[config.mk]
export PLATFORM = sky130hd
export DESIGN_NAME = pe_instr_fetch
export DESIGN_NICKNAME = d
export VERILOG_FILES = /design/src/rtl/pe_instr_fetch.sv
export SDC_FILE = /design/constraint.sdc
export NUM_CORES = 1
export LEC_CHECK = 0
export BUFFER_PORTS_ARGS = -buffer_cell sky130_fd_sc_hd__buf_4
export CELL_PAD_IN_SITES_DETAIL_PLACEMENT = 0
export CELL_PAD_IN_SITES_GLOBAL_PLACEMENT = 1
export CORE_AREA = 2 2 219 113
export CTS_BUF_LIST = sky130_fd_sc_hd__clkbuf_8
export CTS_CLUSTER_DIAMETER = 200
export DETAILED_ROUTE_END_ITERATION = 16
export DIE_AREA = 0 0 221 115
export PLACE_DENSITY_LB_ADDON = 0.25
export SYNTH_ARGS = -nofsm -noshare
export SYNTH_HDL_FRONTEND = slang
export SYNTH_SLANG_ARGS = --single-unit
[constraint.sdc]
create_clock -name i_clock -period 5.85 [get_ports i_clock]
set_input_delay 1.4625 -clock i_clock [delete_from_list [all_inputs] [get_ports i_clock]]
set_output_delay 1.4625 -clock i_clock [all_outputs]
set_load 0.02 [all_outputs]
[src/rtl/pe_instr_fetch.sv]
// Instruction fetch stage feeding the PE instruction register: one outstanding imem read,
// small prefetch FIFO, stall/branch handling. Optional perf counters under FETCH_PERF_CNT_EN.
module pe_instr_fetch #(
    parameter int          FIFO_DEPTH = 2,
    parameter logic [31:0] RESET_PC   = 32'h0000_0000
) (
    input  logic        i_clock,
    input  logic        i_reset,
    input  logic        i_start,
    input  logic [31:0] i_boot_pc,
    input  logic        i_stall,
    input  logic        i_branch_taken,
    input  logic [31:0] i_branch_target,
    output logic        o_imem_req,
    output logic [31:0] o_imem_addr,
    input  logic        i_imem_gnt,
    input  logic        i_imem_rvalid,
    input  logic [31:0] i_imem_rdata,
    output logic        o_ir_load,
    output logic [31:0] o_ir_data,
    output logic [31:0] o_ir_pc,
    output logic        o_busy
`ifdef FETCH_PERF_CNT_EN
    ,
    output logic [31:0] o_perf_fetch_cnt,
    output logic [15:0] o_perf_flush_cnt
`endif
);

    localparam int          AW      = (FIFO_DEPTH > 1) ? $clog2(FIFO_DEPTH) : 1;
    localparam logic [AW:0] DEPTH_C = (AW+1)'(FIFO_DEPTH);

    typedef enum logic [1:0] {
        S_IDLE  = 2'd0,
        S_RUN   = 2'd1,
        S_FLUSH = 2'd2
    } state_t;

    state_t         r_state;
    logic [31:0]    r_fetch_pc;
    logic [31:0]    r_req_pc;
    logic           r_outstanding;
    logic [AW-1:0]  r_wr_ptr;
    logic [AW-1:0]  r_rd_ptr;
    logic [AW:0]    r_count;
    logic [31:0]    r_fifo_data [FIFO_DEPTH];
    logic [31:0]    r_fifo_pc   [FIFO_DEPTH];

    logic w_run;
    logic w_empty;
    logic w_req;
    logic w_accept;
    logic w_rsp;
    logic w_push;
    logic w_pop;
    logic w_branch_run;
    logic w_discard;

    assign w_run        = (r_state == S_RUN);
    assign w_empty      = (r_count == '0);
    assign w_req        = w_run && !r_outstanding && (r_count < DEPTH_C) && !i_branch_taken;
    assign w_accept     = w_req && i_imem_gnt;
    assign w_rsp        = r_outstanding && i_imem_rvalid;
    assign w_push       = w_run && w_rsp && !i_branch_taken;
    assign w_pop        = w_run && !w_empty && !i_stall && !i_branch_taken;
    assign w_branch_run = w_run && i_branch_taken;
    // A response landing in FLUSH, or in the very cycle of a redirect, belongs to the old stream.
    assign w_discard    = w_rsp && ((r_state == S_FLUSH) || w_branch_run);

    always_ff @(posedge i_clock or posedge i_reset) begin
        if (i_reset) begin
            r_state       <= S_IDLE;
            r_fetch_pc    <= RESET_PC;
            r_req_pc      <= '0;
            r_outstanding <= 1'b0;
            r_wr_ptr      <= '0;
            r_rd_ptr      <= '0;
            r_count       <= '0;
        end else begin
            if (w_accept) begin
                r_outstanding <= 1'b1;
                r_req_pc      <= r_fetch_pc;
                r_fetch_pc    <= r_fetch_pc + 32'd4;
            end else if (w_rsp) begin
                r_outstanding <= 1'b0;
            end

            case (r_state)
                S_IDLE: begin
                    if (i_start) begin
                        r_state    <= S_RUN;
                        r_fetch_pc <= {i_boot_pc[31:2], 2'b00};
                    end else if (i_branch_taken) begin
                        r_fetch_pc <= {i_branch_target[31:2], 2'b00};
                    end
                end
                S_RUN: begin
                    if (i_branch_taken) begin
                        r_fetch_pc <= {i_branch_target[31:2], 2'b00};
                        // Wait out a response still owed; one arriving right now is dropped here.
                        if ((r_outstanding && !i_imem_rvalid) || w_accept)
                            r_state <= S_FLUSH;
                    end
                end
                S_FLUSH: begin
                    if (i_branch_taken)
                        r_fetch_pc <= {i_branch_target[31:2], 2'b00};
                    if (w_rsp)
                        r_state <= S_RUN;
                end
                default: r_state <= S_IDLE;
            endcase

            if (w_branch_run) begin
                r_wr_ptr <= '0;
                r_rd_ptr <= '0;
                r_count  <= '0;
            end else begin
                if (w_push)
                    r_wr_ptr <= r_wr_ptr + 1'b1;
                if (w_pop)
                    r_rd_ptr <= r_rd_ptr + 1'b1;
                r_count <= r_count + (AW+1)'(w_push) - (AW+1)'(w_pop);
            end
        end
    end

    // Storage needs no reset: the head is masked whenever the FIFO is empty.
    genvar gi;
    generate
        for (gi = 0; gi < FIFO_DEPTH; gi++) begin : g_fifo
            always_ff @(posedge i_clock) begin
                if (w_push && (r_wr_ptr == AW'(gi))) begin
                    r_fifo_data[gi] <= i_imem_rdata;
                    r_fifo_pc[gi]   <= r_req_pc;
                end
            end
        end
    endgenerate

    assign o_imem_req  = w_req;
    assign o_imem_addr = r_fetch_pc;
    assign o_ir_load   = w_pop;
    assign o_ir_data   = w_empty ? 32'd0 : r_fifo_data[r_rd_ptr];
    assign o_ir_pc     = w_empty ? 32'd0 : r_fifo_pc[r_rd_ptr];
    assign o_busy      = (r_state != S_IDLE);

`ifdef FETCH_PERF_CNT_EN
    logic [31:0] r_perf_fetch_cnt;
    logic [15:0] r_perf_flush_cnt;

    always_ff @(posedge i_clock or posedge i_reset) begin
        if (i_reset) begin
            r_perf_fetch_cnt <= '0;
            r_perf_flush_cnt <= '0;
        end else begin
            if (w_pop)
                r_perf_fetch_cnt <= r_perf_fetch_cnt + 32'd1;
            if (w_discard && (r_perf_flush_cnt != 16'hFFFF))
                r_perf_flush_cnt <= r_perf_flush_cnt + 16'd1;
        end
    end

    assign o_perf_fetch_cnt = r_perf_fetch_cnt;
    assign o_perf_flush_cnt = r_perf_flush_cnt;
`endif

endmodule
---- Word-level counts from Yosys, hierarchy flattened ----
Memories as Yosys holds them, arrays and structs flattened.
Index checks and enable logic that the tools add are counted.
storage, ports and cells
  flip-flop bits (word level) ............. 71
  RAM bits ................................ 128
  bits of input ports ..................... 103
  output and inout bits ................... 99
  logic and storage cells ................. 80
  memories kept ........................... 2
operators by class
  add/subtract/negate cells ............... 5
  order comparisons ....................... 1
  equal/unequal tests ..................... 6
  mux-type cells .......................... 28
  bitwise gates (word level) .............. 1
  reduce and logical (&&, ||, !) cells .... 30
memory list
  name         depth  width  read ports  clocked after memory_dff  write ports  RTL line  source
  r_fifo_data  2      32     1           0                         1            46        logic [31:0] r_fifo_data [FIFO_DEPTH];
  r_fifo_pc    2      32     1           0                         1            47        logic [31:0] r_fifo_pc [FIFO_DEPTH];
operators by type and width
  operator                                                                 count
  32-bit two-way mux                                                       7
  32-bit case mux with 2 select lines                                      1
  32-bit OR reduction                                                      2
  32-bit by 3-bit adder with 32-bit output, second input constant          1
  1-bit logical AND                                                        14
  1-bit two-way mux                                                        14
  2-bit two-way mux                                                        5
  2-bit nonzero test                                                       4
  2-bit inequality test, second input constant                             3
  2-bit case mux with 3 select lines                                       1
  1-bit zero test                                                          5
  2-bit zero test                                                          2
  4-bit AND reduction                                                      1
  1-bit adder, second input constant                                       2
  2-bit by 1-bit adder with 2-bit output                                   1
  2-bit by 1-bit == test with 1-bit output, second input constant          1
  2-bit == test, second input constant                                     1
  2-bit < comparator, second input constant                                1
  2-bit by 1-bit inequality test with 1-bit output, second input constant  1
  2-bit OR reduction                                                       1
  2-bit by 1-bit subtractor with 2-bit output                              1
  1-bit logical OR                                                         1
  1-bit NOT                                                                1

---- Depth between registers and ports, before layout ----
  depth after elaboration ................. 9
  depth in mapped cells ................... 10
  depth with buffers taken out ............ 9

---- Worst setup path before layout ----
Ideal clock, no wire load.
  path type ............................... input port to flip-flop
  from .................................... input i_branch_taken
  to ...................................... memory r_fifo_data[0][0], enable pin
  library setup time ...................... 0.487 ns
  arrival time ............................ 4.498 ns
  required time ........................... 5.363 ns
  path slack .............................. 0.865 ns
  stages on the path ...................... 3
  cells stage by stage .................... inv_1 > nand4_1 > nor2_1
between the ends
  word-level cells in the longest chain between the ends .. 7
  elaborated cells between the ends (all ways) .. 11
  those cells by class .................... mux: 6; reduce/logical: 5
RTL lines
  what                                     RTL line  source
  start: declaration                       12        input logic i_branch_taken,
  1-bit zero test *                        64        assign w_push = w_run && w_rsp && !i_branch_taken;
  1-bit logical AND *                      64
  1-bit logical AND                        133       if (w_push && (r_wr_ptr == AW'(gi))) begin
  1-bit two-way mux                        133
  1-bit two-way mux (implied by the code)  134       r_fifo_data[gi] <= i_imem_rdata;
  32-bit OR reduction (no source line)     --
  1-bit two-way mux (no source line)       --
  end: declaration                         46
Every way passes the cells marked *; elsewhere a longest branch is shown, timed or not.

---- Worst setup path in the final report ----
  from .................................... input i_branch_taken
  to ...................................... output o_ir_load
between the ends
  word-level cells in the longest chain between the ends .. 2
RTL lines
  what               RTL line  source
  1-bit zero test    65        assign w_pop = w_run && !w_empty && !i_stall && !i_branch_taken;
  1-bit logical AND  65
  end: declaration   19        output logic o_ir_load,
Every way passes these cells.

==> results.md <==
* Yosys warning total at 0
* CTS max path bufs at 2
* Most frequent cells in the layout: buf_4, edfxtp_1, nor2_1, dfrtp_1, mux2i_1
* WP data arrival at 2.61 ns
* Slew Viols, Final at 0
* Most frequent CP cell: buf_4
* Clock Skew at 0.0180 ns
* Area Overhead vs Synth at 25.9%
* EDFF count, synth at 128
* RR Endpoint: o_imem_addr[13]
* Starting density of the core at 0.365
* CORE AREA at 0.0236 mm^2
* RSZ-0062 raised after global routing: no
* Ratio of cells with drive above 1 in the final layout at 0.322
* Fin crit period at 4.08 ns
* Crit end category: primary output
* Launch point of the worst reg-to-reg path: r_state[0]
* Initial DRC Count at 508
* Cell Chain, Critical Path: buf_4 -> nor4b_1 -> buf_4
* Max VDD drop at 260 uV
* R2r setup slk at 2.66 ns
* Final worst setup slack at 1.77 ns
* Antenna violations before repair at 0
* Register bit total from synthesis at 199
* Buf/Inv on CP at 2
* DP Worst Slack at 1.79 ns
* Synth top area share at 0.446
* Via count at 5,979
* Cells on worst reg2reg path at 7
* Final setup violation count at 0
* Max_cap viols at 0
* Die footprint at 0.0254 mm^2
* Worst setup path start: i_branch_taken
* Pre-antenna DRT Iters at 5
* Period utilization at 0.697
* Total CTS buffers at 17
* Post_cts resized at 0
* Antenna Nets Post-Route at 0
* Synth Area per Inst at 13.1 um^2
* FP Rows at 40
* I/O Buffers at 197
* CP max FO at 23
* Fmax at 0.245 GHz
* # diodes at 0
* Post-Syn Nets at 768
* Final hold vios at 0
* Worst setup SP type: input port
* Final nets at 955
* Gr usage total at 0.185
* CTS hold repair buffers at 0
* IO Count at 202
* Fin cells at 1,172
* H-tree lvl count at 4
* Distinct cells, synth at 44
* First-pass GRT wire length at 35.5 mm
* Mapped Cells at 657
* Leakage power at 4.24 nW
* Critical path class: input port to primary output
* Cell Count Post-Placement at 1,140
* Hold WC Path Type: register to register
* Slowest Stage Delay on Critical Path at 0.68 ns
* Final setup TNS at 0 ns
* Root Driver: clkbuf_8
* Seq/Total Area, Yosys at 0.652
* Power per cell area at 463 mW/mm^2
* Vias in the first global route at 6,094
* DRC Markers at 0
* Clock latency on the worst-skew pair at 0.47 ns
* Crit path capture: o_ir_load
* Commonest non-fill, non-tap cell in the layout: buf_4
* Placer congestion estimate at 0.854
* Vias per Instance at 5.10
* Post-synth top flop: edfxtp_1
* Ys async rst share at 0.357
* CP required at 4.39 ns
* Final core utilization at 0.460
* Routed wire per std cell at 19.8 um
* Reg clk slew, reported paths at 0.10 ns
* HPWL after DPL at 16.1 mm
* Worst-Margin Slew at 1.24 ns
* CTS Sinks at 199
* Mapped cell area at 0.00861 mm^2
* Largest cells by area after synthesis: edfxtp_1, dfrtp_1, mux2i_1
* Status: completed
* Slowest cell on crit path: nor4b_1
* Post-synth top area cell: edfxtp_1
* CTS tree: yes
* Levels on crit path at 3
* Aggregate global routing overflow at 0
* Routed WL at 23.3 mm
* # Post-CTS Setup Buffers at 0
* Height of the die at 115 um
* Die W at 221 um
* Slew headroom at 0.171
* Delay-heaviest family, CP: simple AND/OR/NAND/NOR gates
* Largest net degree at the start of global routing at 72
## worst reg2reg max path, delay by kind of cell, from the launching register on
family                   cells  cell delay, ns
AO/OA/AOI/OAI                2            0.48
flip-flops                   1            0.44
adder cells (fa/ha/maj)      1            0.63
buffers and inverters        1            0.12
AND/OR/NAND/NOR              3            1.43
## routing by layer
layer / wire (um) / up-vias / track usage
li1: - / 2779 / -
met1: 11400 / 3004 / 0.266
met2: 10500 / 179 / 0.285
met3: 1220 / 17 / 0.0411
met4: 218 / 0 / 0.0506
met5: 0 / - / 0
## logic make-up (layout without fill, tap and decap cells)
family / count (synthesis) / in the layout / synth area share
AOI/OAI and AO/OA: 104 / 104 / 0.0751
xor gates and xnor gates: 30 / 30 / 0.0305
adders and majority gates: 8 / 8 / 0.0116
buffers and inverters: 52 / 252 / 0.0241
DFF: 199 / 199 / 0.652
muxes: 94 / 94 / 0.113
and+or+nand+nor: 170 / 170 / 0.0931
## synth_stat cells (7+ instances only)
cell	n
mux2_2	27
xnor2_1	24
dfrtp_1	71
a22oi_1	25
o21ai_0	18
nand3_1	10
nor2_1	89
nand4_1	7
o22ai_1	23
inv_1	14
nor3_1	12
edfxtp_1	128
buf_1	12
clkbuf_1	21
a21oi_1	28
nand2_1	23
mux2i_1	67
ha_1	8
## through the flow
| step | cell area (um^2) | total power, mW | hold slack, ns |
|---|---|---|---|
| floorplan | 8610 | 3.26 | 0.437 |
| global placement | 10400 | 4.08 | 0.445 |
| detailed placement | 10400 | 4.13 | 0.454 |
| CTS | 10800 | 5.06 | 0.475 |
| global route | 10800 | 5.30 | 0.486 |
| finish | 10800 | 5.02 | 0.472 |
## sequential cells by signal, indices dropped and copies added, names as in the netlist
name,cells
r_count,2
r_fifo_data,64
r_fifo_pc,64
r_wr_ptr,1
r_outstanding,1
r_req_pc,32
r_rd_ptr,1
o_imem_addr,32
r_state,2
## worst min path at each step
stage | from | endpoint | slack [ns] | cells past startpoint
floorplan | r_req_pc[0] | r_fifo_pc[0][0] | 0.44 | 0
global placement | r_req_pc[1] | r_fifo_pc[1][1] | 0.44 | 0
detailed placement | r_req_pc[9] | r_fifo_pc[1][9] | 0.45 | 0
CTS | r_req_pc[2] | r_fifo_pc[1][2] | 0.48 | 0
global route | r_req_pc[2] | r_fifo_pc[0][2] | 0.49 | 0
finish | r_req_pc[9] | r_fifo_pc[1][9] | 0.47 | 0
## report_power, final
group	switching (mW)	leakage [nW]	total [mW]	internal (mW)
clock network	0.486	0.209	0.930	0.444
registers	0.348	2.07	2.13	1.78
logic	1.13	1.97	1.96	0.830
total	1.97	4.24	5.02	3.05
## final cells by class
type	count	area (um^2)
multi-input cells	406	2810
clock buffers	19	262
inverters	14	53.8
well taps	315	394
flip-flops and latches	199	5620
fillers	2161	12700
repair buffers	206	1550
clock inverters	13	155
Note: power is estimated with default switching activity, not from simulation.
